`src/rtl/spi_master_reg_access_if.sv`:
```
// Host-side command/data port of the SPI register-burst master.
// Holds the command, write-byte, read-byte, done and error signals.
interface spi_master_reg_access_if #(
  parameter int LEN_W = 8
) ();
  logic             cmd_valid_i;
  logic             cmd_ready_o;
  logic             cmd_write_i;
  logic [6:0]       cmd_addr_i;
  logic [LEN_W-1:0] cmd_len_i;
  logic             wr_valid_i;
  logic [7:0]       wr_data_i;
  logic             wr_ready_o;
  logic             rd_valid_o;
  logic [7:0]       rd_data_o;
  logic             done_o;
  logic             err_o;

  modport slave (
    input  cmd_valid_i,
    input  cmd_write_i,
    input  cmd_addr_i,
    input  cmd_len_i,
    input  wr_valid_i,
    input  wr_data_i,
    output cmd_ready_o,
    output wr_ready_o,
    output rd_valid_o,
    output rd_data_o,
    output done_o,
    output err_o
  );

  modport master (
    output cmd_valid_i,
    output cmd_write_i,
    output cmd_addr_i,
    output cmd_len_i,
    output wr_valid_i,
    output wr_data_i,
    input  cmd_ready_o,
    input  wr_ready_o,
    input  rd_valid_o,
    input  rd_data_o,
    input  done_o,
    input  err_o
  );
endinterface

```
`src/rtl/spi_master_reg_access.sv`:
```
// SPI mode-0 master issuing register read/write bursts to a slave bridge.
// Optional SPI_MASTER_WRAP_CHECK_EN rejects bursts that cross 0x7F.
module spi_master_reg_access #(
  parameter int CLK_DIV  = 4,
  parameter int GAP_CYC  = 8,
  parameter int CS_SETUP = 4,
  parameter int CS_HOLD  = 4,
  parameter int CS_IDLE  = 8,
  parameter int LEN_W    = 8
) (
  input  logic                  clk_i,
  input  logic                  rst_n_i,
  spi_master_reg_access_if.slave host,
  output logic                  spi_ssel_o,
  output logic                  spi_sck_o,
  output logic                  spi_mosi_o,
  input  logic                  spi_miso_i
);

  localparam int CNT_W = 16;

  typedef enum logic [2:0] {
    ST_IDLE,
    ST_SETUP,
    ST_SHIFT,
    ST_GAP,
    ST_HOLD,
    ST_CS_WAIT
  } state_t;

  state_t           r_state;
  state_t           w_state_nxt;
  logic [CNT_W-1:0] r_cnt;
  logic [CNT_W-1:0] r_div;
  logic [2:0]       r_bit;
  logic [7:0]       r_tx;
  logic [7:0]       r_rx;
  logic             r_write;
  logic             r_data_ph;
  logic [LEN_W-1:0] r_rem;
  logic             r_ssel;
  logic             r_sck;
  logic             r_mosi;
  logic             r_rd_valid;
  logic [7:0]       r_rd_data;
  logic             r_done;

  logic             w_accept;
  logic             w_load;
  logic             w_wr_take;
  logic             w_tick;
  logic             w_rise;
  logic             w_fall;
  logic             w_byte_end;
  logic             w_enter_shift;
  logic [7:0]       w_next_byte;

`ifdef SPI_MASTER_WRAP_CHECK_EN
  localparam int SUM_W = LEN_W + 8;
  logic             w_over;
  logic             w_reject;
  logic             r_err;
  logic [SUM_W-1:0] w_sum;

  assign w_sum  = SUM_W'(host.cmd_addr_i) + SUM_W'(host.cmd_len_i);
  assign w_over = (w_sum > SUM_W'(128));
`endif

  always_ff @(posedge clk_i or negedge rst_n_i) begin
    if (!rst_n_i) begin
      r_state <= ST_CS_WAIT;
    end else begin
      r_state <= w_state_nxt;
    end
  end

  always_comb begin
    w_state_nxt   = r_state;
    w_accept      = 1'b0;
    w_load        = 1'b0;
    w_wr_take     = 1'b0;
    w_tick        = (r_div == CNT_W'(CLK_DIV - 1));
    w_rise        = (r_state == ST_SHIFT) && w_tick && !r_sck;
    w_fall        = (r_state == ST_SHIFT) && w_tick && r_sck;
    w_byte_end    = w_fall && (r_bit == 3'd7);
    w_next_byte   = r_write ? host.wr_data_i : 8'hFF;
`ifdef SPI_MASTER_WRAP_CHECK_EN
    w_reject      = 1'b0;
`endif
    unique case (r_state)
      ST_IDLE: begin
        if (host.cmd_valid_i) begin
`ifdef SPI_MASTER_WRAP_CHECK_EN
          if (w_over) begin
            w_reject = 1'b1;
          end else begin
            w_accept    = 1'b1;
            w_state_nxt = ST_SETUP;
          end
`else
          w_accept    = 1'b1;
          w_state_nxt = ST_SETUP;
`endif
        end
      end
      ST_SETUP: begin
        if (r_cnt == CNT_W'(CS_SETUP - 1)) w_state_nxt = ST_SHIFT;
      end
      ST_SHIFT: begin
        if (w_byte_end) begin
          w_state_nxt = (r_rem == '0) ? ST_HOLD : ST_GAP;
        end
      end
      ST_GAP: begin
        // Counter saturates, so a write stall just waits here.
        if (r_cnt >= CNT_W'(GAP_CYC - 1) &&
            (!r_write || host.wr_valid_i)) begin
          w_load      = 1'b1;
          w_wr_take   = r_write;
          w_state_nxt = ST_SHIFT;
        end
      end
      ST_HOLD: begin
        if (r_cnt == CNT_W'(CS_HOLD - 1)) w_state_nxt = ST_CS_WAIT;
      end
      ST_CS_WAIT: begin
        if (r_cnt == CNT_W'(CS_IDLE - 1)) w_state_nxt = ST_IDLE;
      end
      default: w_state_nxt = ST_IDLE;
    endcase
    w_enter_shift = (r_state != ST_SHIFT) && (w_state_nxt == ST_SHIFT);
  end

  always_ff @(posedge clk_i or negedge rst_n_i) begin
    if (!rst_n_i) begin
      r_cnt      <= '0;
      r_div      <= '0;
      r_bit      <= '0;
      r_tx       <= '0;
      r_rx       <= '0;
      r_write    <= 1'b0;
      r_data_ph  <= 1'b0;
      r_rem      <= '0;
      r_ssel     <= 1'b1;
      r_sck      <= 1'b0;
      r_mosi     <= 1'b0;
      r_rd_valid <= 1'b0;
      r_rd_data  <= '0;
      r_done     <= 1'b0;
    end else begin
      r_rd_valid <= 1'b0;
      r_done     <= 1'b0;
      if (w_state_nxt != r_state) begin
        r_cnt <= '0;
      end else if (r_cnt != '1) begin
        r_cnt <= r_cnt + CNT_W'(1);
      end
      if (w_accept) begin
        r_write   <= host.cmd_write_i;
        r_tx      <= {host.cmd_write_i, host.cmd_addr_i};
        r_rem     <= host.cmd_len_i;
        r_data_ph <= 1'b0;
        r_ssel    <= 1'b0;
      end
      if (w_enter_shift) begin
        r_div <= '0;
        r_bit <= '0;
      end
      if (w_enter_shift && !w_load) begin
        r_mosi <= r_tx[7];
        r_tx   <= {r_tx[6:0], 1'b0};
      end
      if (w_load) begin
        r_mosi    <= w_next_byte[7];
        r_tx      <= {w_next_byte[6:0], 1'b0};
        r_rem     <= r_rem - LEN_W'(1);
        r_data_ph <= 1'b1;
      end
      if (r_state == ST_SHIFT) begin
        r_div <= w_tick ? '0 : r_div + CNT_W'(1);
        if (w_tick) r_sck <= ~r_sck;
        if (w_rise) r_rx <= {r_rx[6:0], spi_miso_i};
        if (w_fall && !w_byte_end) begin
          r_mosi <= r_tx[7];
          r_tx   <= {r_tx[6:0], 1'b0};
          r_bit  <= r_bit + 3'd1;
        end
        if (w_byte_end && r_data_ph && !r_write) begin
          r_rd_valid <= 1'b1;
          r_rd_data  <= r_rx;
        end
      end
      if (r_state == ST_HOLD && w_state_nxt == ST_CS_WAIT) begin
        r_ssel <= 1'b1;
        r_done <= 1'b1;
        r_mosi <= 1'b0;
      end
    end
  end

`ifdef SPI_MASTER_WRAP_CHECK_EN
  always_ff @(posedge clk_i or negedge rst_n_i) begin
    if (!rst_n_i) begin
      r_err <= 1'b0;
    end else begin
      r_err <= w_reject;
    end
  end

  assign host.err_o = r_err;
`else
  assign host.err_o = 1'b0;
`endif

  assign host.cmd_ready_o = (r_state == ST_IDLE);
  assign host.wr_ready_o  = w_wr_take;
  assign host.rd_valid_o  = r_rd_valid;
  assign host.rd_data_o   = r_rd_data;
  assign host.done_o      = r_done;
  assign spi_ssel_o       = r_ssel;
  assign spi_sck_o        = r_sck;
  assign spi_mosi_o       = r_mosi;

endmodule

```
`src/flat_wrapper.sv`:
```
// flat-port wrapper written by rule: the top's interface ports become plain ports
module spi_master_reg_access_flat 
#(
  parameter int CLK_DIV  = 4,
  parameter int GAP_CYC  = 8,
  parameter int CS_SETUP = 4,
  parameter int CS_HOLD  = 4,
  parameter int CS_IDLE  = 8,
  parameter int LEN_W    = 8
)
  (clk_i, rst_n_i, spi_ssel_o, spi_sck_o, spi_mosi_o, spi_miso_i, host_cmd_valid_i, host_cmd_write_i, host_cmd_addr_i, host_cmd_len_i, host_wr_valid_i, host_wr_data_i, host_cmd_ready_o, host_wr_ready_o, host_rd_valid_o, host_rd_data_o, host_done_o, host_err_o);
  spi_master_reg_access_if #(.LEN_W(LEN_W)) host_i ();
  input  logic clk_i;
  input  logic rst_n_i;
  output logic spi_ssel_o;
  output logic spi_sck_o;
  output logic spi_mosi_o;
  input  logic spi_miso_i;
  input wire logic [$bits(host_i.cmd_valid_i)-1:0] host_cmd_valid_i;
  input wire logic [$bits(host_i.cmd_write_i)-1:0] host_cmd_write_i;
  input wire logic [$bits(host_i.cmd_addr_i)-1:0] host_cmd_addr_i;
  input wire logic [$bits(host_i.cmd_len_i)-1:0] host_cmd_len_i;
  input wire logic [$bits(host_i.wr_valid_i)-1:0] host_wr_valid_i;
  input wire logic [$bits(host_i.wr_data_i)-1:0] host_wr_data_i;
  output wire logic [$bits(host_i.cmd_ready_o)-1:0] host_cmd_ready_o;
  output wire logic [$bits(host_i.wr_ready_o)-1:0] host_wr_ready_o;
  output wire logic [$bits(host_i.rd_valid_o)-1:0] host_rd_valid_o;
  output wire logic [$bits(host_i.rd_data_o)-1:0] host_rd_data_o;
  output wire logic [$bits(host_i.done_o)-1:0] host_done_o;
  output wire logic [$bits(host_i.err_o)-1:0] host_err_o;
  assign host_i.cmd_valid_i = host_cmd_valid_i;
  assign host_i.cmd_write_i = host_cmd_write_i;
  assign host_i.cmd_addr_i = host_cmd_addr_i;
  assign host_i.cmd_len_i = host_cmd_len_i;
  assign host_i.wr_valid_i = host_wr_valid_i;
  assign host_i.wr_data_i = host_wr_data_i;
  assign host_cmd_ready_o = host_i.cmd_ready_o;
  assign host_wr_ready_o = host_i.wr_ready_o;
  assign host_rd_valid_o = host_i.rd_valid_o;
  assign host_rd_data_o = host_i.rd_data_o;
  assign host_done_o = host_i.done_o;
  assign host_err_o = host_i.err_o;
  spi_master_reg_access #(.CLK_DIV(CLK_DIV), .GAP_CYC(GAP_CYC), .CS_SETUP(CS_SETUP), .CS_HOLD(CS_HOLD), .CS_IDLE(CS_IDLE), .LEN_W(LEN_W)) u_core (.clk_i(clk_i), .rst_n_i(rst_n_i), .host(host_i), .spi_ssel_o(spi_ssel_o), .spi_sck_o(spi_sck_o), .spi_mosi_o(spi_mosi_o), .spi_miso_i(spi_miso_i));
endmodule
```
`config.mk`:
```
export PLATFORM = sky130hd
export DESIGN_NAME = spi_master_reg_access_flat
export DESIGN_NICKNAME = d
export VERILOG_FILES = /design/src/rtl/spi_master_reg_access_if.sv /design/src/rtl/spi_master_reg_access.sv /design/src/flat_wrapper.sv
export SDC_FILE = /design/constraint.sdc
export NUM_CORES = 1
export LEC_CHECK = 0
export ABC_AREA = 0
export CORE_MARGIN = 4
export CORE_UTILIZATION = 61
export DETAILED_ROUTE_END_ITERATION = 6
export GPL_ROUTABILITY_DRIVEN = 0
export MAX_ROUTING_LAYER = met4
export PLACE_DENSITY = 0.88
export RECOVER_POWER = 100
export SYNTH_ARGS = -nofsm -noshare
export SYNTH_HDL_FRONTEND = slang
export SYNTH_SLANG_ARGS = --single-unit
```
`constraint.sdc`:
```
create_clock -name clk_i -period 5.15 [get_ports clk_i]
set_input_delay 0.515 -clock clk_i [delete_from_list [all_inputs] [get_ports clk_i]]
set_output_delay 0.515 -clock clk_i [all_outputs]
set_load 0.03 [all_outputs]
```
Yosys cells after proc, flatten, opt, wreduce, memory -nomap -nowiden

Cells that the tools add are included.

Logic and storage cells: 101
Register bits: 77
Input bits: 29

Bitwise operators: 1
Multiplexer cells: 41
Magnitude comparators: 1
Add/subtract/negate cells: 4
Equality and inequality tests: 14
Reductions and logical operators: 25

Operator list:

| kind                                                                | count |
|---|---|
| two-way mux 16 bit                                                  | 5 |
| two-way mux 8 bit                                                   | 8 |
| adder 16 x 1 -> 16 bit (second input constant)                      | 2 |
| == test 16 x 2 -> 1 bit (second input constant)                     | 2 |
| two-way mux 3 bit                                                   | 10 |
| case mux 3 bit (6 select lines)                                     | 1 |
| two-way mux 1 bit                                                   | 17 |
| == test 16 x 3 -> 1 bit (second input constant)                     | 1 |
| greater-or-equal comparator 16 x 3 -> 1 bit (second input constant) | 1 |
| inequality test 16 bit (second input constant)                      | 1 |
| == test 3 bit (second input constant)                               | 4 |
| logical AND 1 bit                                                   | 11 |
| == test 3 x 2 -> 1 bit (second input constant)                      | 3 |
| zero test 8 bit                                                     | 1 |
| nonzero test 2 bit                                                  | 4 |
| subtractor 8 x 1 -> 8 bit (second input constant)                   | 1 |
| AND reduction 2 bit                                                 | 3 |
| zero test 1 bit                                                     | 4 |
| adder 3 x 1 -> 3 bit (second input constant)                        | 1 |
| == test 3 x 1 -> 1 bit (second input constant)                      | 1 |
| zero test 3 bit                                                     | 1 |
| inequality test 3 x 2 -> 1 bit (second input constant)              | 1 |
| inequality test 3 bit                                               | 1 |
| logical OR 1 bit                                                    | 1 |
| NOT 1 bit                                                           | 1 |

Depth between registers and ports, before layout

Word-level depth: 14
Depth in mapped cells: 9

Worst setup path after synthesis

OpenSTA, ideal clock, no wires.

Path kind: reg-to-reg
Start point: register u_core.r_div[0]
End point: register u_core.r_rd_data[0], in the netlist u_core.host.rd_data_o[0]
Stages on the path, launching flop included: 7
Slack: 2.966 ns
Data required time: 5.025 ns
Clock period less this slack: 2.184 ns
Arrival time: 2.059 ns
Path through: dfrtp_1 ha_1 nor4b_1 and4_1 nand4_2 nor3b_4 mux2_2

Word-level cells in the longest chain between the ends: 7

RTL lines:

| what                                 | RTL line                     | RTL |
|---|---|---|
| start, declared                      | spi_master_reg_access.sv:34  | `logic [CNT_W-1:0] r_div;` |
| start signal, assigned               | spi_master_reg_access.sv:180 | `r_div <= w_tick ? '0 : r_div + CNT_W'(1);` |
| == test 16 x 2 -> 1 bit              | spi_master_reg_access.sv:82  | `w_tick = (r_div == CNT_W'(CLK_DIV - 1));` |
| logical AND 1 bit (2 in a row)       | spi_master_reg_access.sv:84  | `w_fall = (r_state == ST_SHIFT) && w_tick && r_sck;` |
| logical AND 1 bit                    | spi_master_reg_access.sv:85  | `w_byte_end = w_fall && (r_bit == 3'd7);` |
| logical AND 1 bit (2 in a row)       | spi_master_reg_access.sv:188 | `if (w_byte_end && r_data_ph && !r_write) begin` |
| AND reduction 2 bit (no source line) | -                            |  |
| end signal, assigned                 | spi_master_reg_access.sv:190 | `r_rd_data <= r_rx;` |
| end, declared                        | spi_master_reg_access.sv:45  | `logic [7:0] r_rd_data;` |

Every way passes these cells.
A chain may end at the register's enable or synchronous reset.

Final worst setup path

Start point: register u_core.r_cnt[0]
End point: output host_wr_ready_o

Word-level cells in the longest chain between the ends: 4

RTL lines:

| what                                        | RTL line                     | RTL |
|---|---|---|
| start, declared                             | spi_master_reg_access.sv:33  | `logic [CNT_W-1:0] r_cnt;` |
| start signal, assigned                      | spi_master_reg_access.sv:156 | `r_cnt <= r_cnt + CNT_W'(1);` |
| greater-or-equal comparator 16 x 3 -> 1 bit | spi_master_reg_access.sv:116 | `if (r_cnt >= CNT_W'(GAP_CYC - 1) &&` |
| logical AND 1 bit                           | spi_master_reg_access.sv:116 |  |
| two-way mux 1 bit                           | spi_master_reg_access.sv:116 |  |
| two-way mux 1 bit                           | spi_master_reg_access.sv:90  | `unique case (r_state)` |
| end, declared                               | flat_wrapper.sv:26           | `output wire logic [$bits(host_i.wr_ready_o)-1:0] host_wr_ready_o;` |

Every way passes these cells.

==> metrics <==
DRC violations left 0; Nets a little under 500; Syn Area/Cell 9.81 µm²; GRT Total Usage 24.1%; Synth cell types 64; Final Cycle Share 64.4%; number of iterations in the first detailed-routing pass 4; total negative slack 0 ns; CTS tree done; total vias in the final route around 3300; max-capacitance violation count 0; Routed WL just under 9000 µm; max layer used met4; worst IR drop on VDD 0.200 mV; Fmax achieved 0.301 GHz; Clock Root Buffer clkbuf_8; endpoints failing setup 0; pwr/cell area 246 nW/µm²; commonest non-fill, non-tap cell in the layout dfrtp_1; largest net degree at the start of global routing 78; grt ovf 0; DP Worst Slack 2.05 ns; Final Hold Vio Count 0; Yosys reg bits 77; Routed Antenna Nets 0; initial antenna violation count 0; post_cts resized 0; first-pass GRT wire length about 15000 µm; Setup crit start kind flip-flop; total CTS buffers 9; Max clock buf depth 2; post-synth top area cell dfrtp_1; DIE AREA 8010 µm²; WL/cell 16.1 µm; H-tree levels 3; number of antenna diodes 0; # hold bufs at CTS 0; Worst Setup End Kind output pin; ys flop type dfrtp_1; vias in the first global route 3118; EDFF count, synth 0; die height 89.5 µm; Core Region 6390 µm²; Iter 0 DRT Violations between 200 and 300; Chip Width 89.5 µm; share of the synthesized area in the top cell type 45.7%; setup bufs post-CTS 0; clk_lat worst skew 0.35 ns; hold crit path type in -> async; met3 wire len 372 µm; Final min period 3.32 ns; ys async rst share 100%; IO Pins 45; post-synthesis sequential area ratio 47.7%; Max Slew Vio Count 0; Synth area leaders dfrtp_1, nor2_1, mux2_2; worst slew pin tran 1.29 ns; skew final about 0.012 ns; Post-Syn Instances slightly above 400; row count 29; CTS sink count 77; leak pwr between 2 and 2.5 nW; Worst EP arrival 2.80 ns; Synthesized Nets 447; Initial Util 63.4%; CP required between 4 and 5 ns; Vias/cell between 6 and 7; synthesized area 4050 µm²; Syn. warnings 0; kind of critical path reg -> out; status completed; Final WS setup 1.83 ns; clk slew on worst S/H paths 0.08 ns; M1 WL 3940 µm; Worst Path Max Fanout 9; post-DP HPWL just under 6000 µm; fin util 73.1%; Port Buf Inserts 43; most frequent cells in the layout dfrtp_1, nor2_1, nand2_1; slew margin rel. about 14%; met2 WL 4190 µm; unrepaired setup endpoints after global routing no; layout cells sized above 1 about a tenth; P&R area growth vs syn 15.3%
## state kept, by name, summed over array words and instances, names as in the netlist, 3 cells and up
signal,cells
u_core.r_bit,3
u_core.r_cnt,16
u_core.host.rd_data_o,8
u_core.r_div,16
u_core.r_state,3
u_core.r_rx,8
u_core.r_tx,8
u_core.r_rem,8
## cell usage after synthesis (4+ instances only)
cell and n:
nand4_1 8, nand3_1 14, o21ai_0 24, xnor2_1 11, mux2_2 17, ha_1 5
and2_1 4, o31ai_1 6, a21oi_1 19, and3_1 5, a22o_1 5, and4_1 5
nand2b_1 4, inv_1 17, nor3b_1 4, dfrtp_1 74, a31oi_1 4, a221oi_1 7
nor2_1 55, clkbuf_1 5, nor3_1 8, xor2_1 6, nand2_1 44
## metal layers
layer,vias to the layer above,GRT usage [%]
met5,-,-
met4,0,7.31
met3,14,4.70
met2,99,36.4
met1,1596,32.9
li1,1571,-
## worst paths after layout
kind	start	slack (ns)	cells after the start	endpoint
worst max-delay path	u_core.r_cnt[0]	1.83	6	host_wr_ready_o
worst min-delay path	rst_n_i	0.31	1	u_core.r_cnt[11]
worst max register to register	u_core.r_cnt[0]	1.98	8	u_core.r_cnt[14]
worst min register to register	u_core.host.rd_data_o[4]	0.50	1	u_core.host.rd_data_o[4]
max in group asynchronous	rst_n_i	4.25	1	u_core.r_bit[2]
min in group clk_i	u_core.host.rd_data_o[4]	0.50	1	u_core.host.rd_data_o[4]
## cells by family (layout without fill, tap and decap cells)
group                    after synthesis  after routing  synth area share, %
multiplexers                          19             19                 5.22
flip-flops                            77             77                 47.7
adder cells (fa/ha/maj)                5              5                 1.54
AND/OR/NAND/NOR                      175            175                 22.7
other                                  1              1               0.0926
XOR/XNOR                              18             18                 4.36
AO/OA/AOI/OAI                         89             89                 15.4
buffers and inverters                 29             77                 2.97
## power by group
group | internal, mW | total [mW] | leakage, nW | switching (mW)
clock | 0.287 | 0.510 | 0.106 | 0.223
combinational | 0.0185 | 0.0341 | 1.15 | 0.0156
sequential | 0.604 | 0.604 | 0.910 | 0
total | 0.910 | 1.15 | 2.17 | 0.239
## critical path, stage by stage, from the launching register on
cell           delay [ns]
dfrtp_1              0.42
ha_1                 0.32
and2_1               0.21
o2111a_1             0.40
nand2_1              0.26
inv_1                0.10
dlygate4sd3_1        0.74
## layout make-up
class	count	area (µm²)
clock buffers	11	141
clock inverters	5	83.8
fillers	449	1720
inverters	18	67.6
multi-input cells	307	1920
flip-flops and latches	77	1930
well taps	77	96.3
repair buffers	43	428
## metrics by stage
stage | area [µm²] | power [mW] | instances | hold slack, ns
after global routing | 4670 | 1.19 | 538 | 0.380
after global placement | 4520 | 0.651 | 522 | 0.475
after detailed placement | 4520 | 0.651 | 522 | 0.489
final | 4670 | 1.15 | 538 | 0.315
after CTS | 4750 | 1.16 | 538 | 0.347
after floorplan | 4050 | 0.618 | 413 | 0.219
Power figures use the tool's default switching activity.
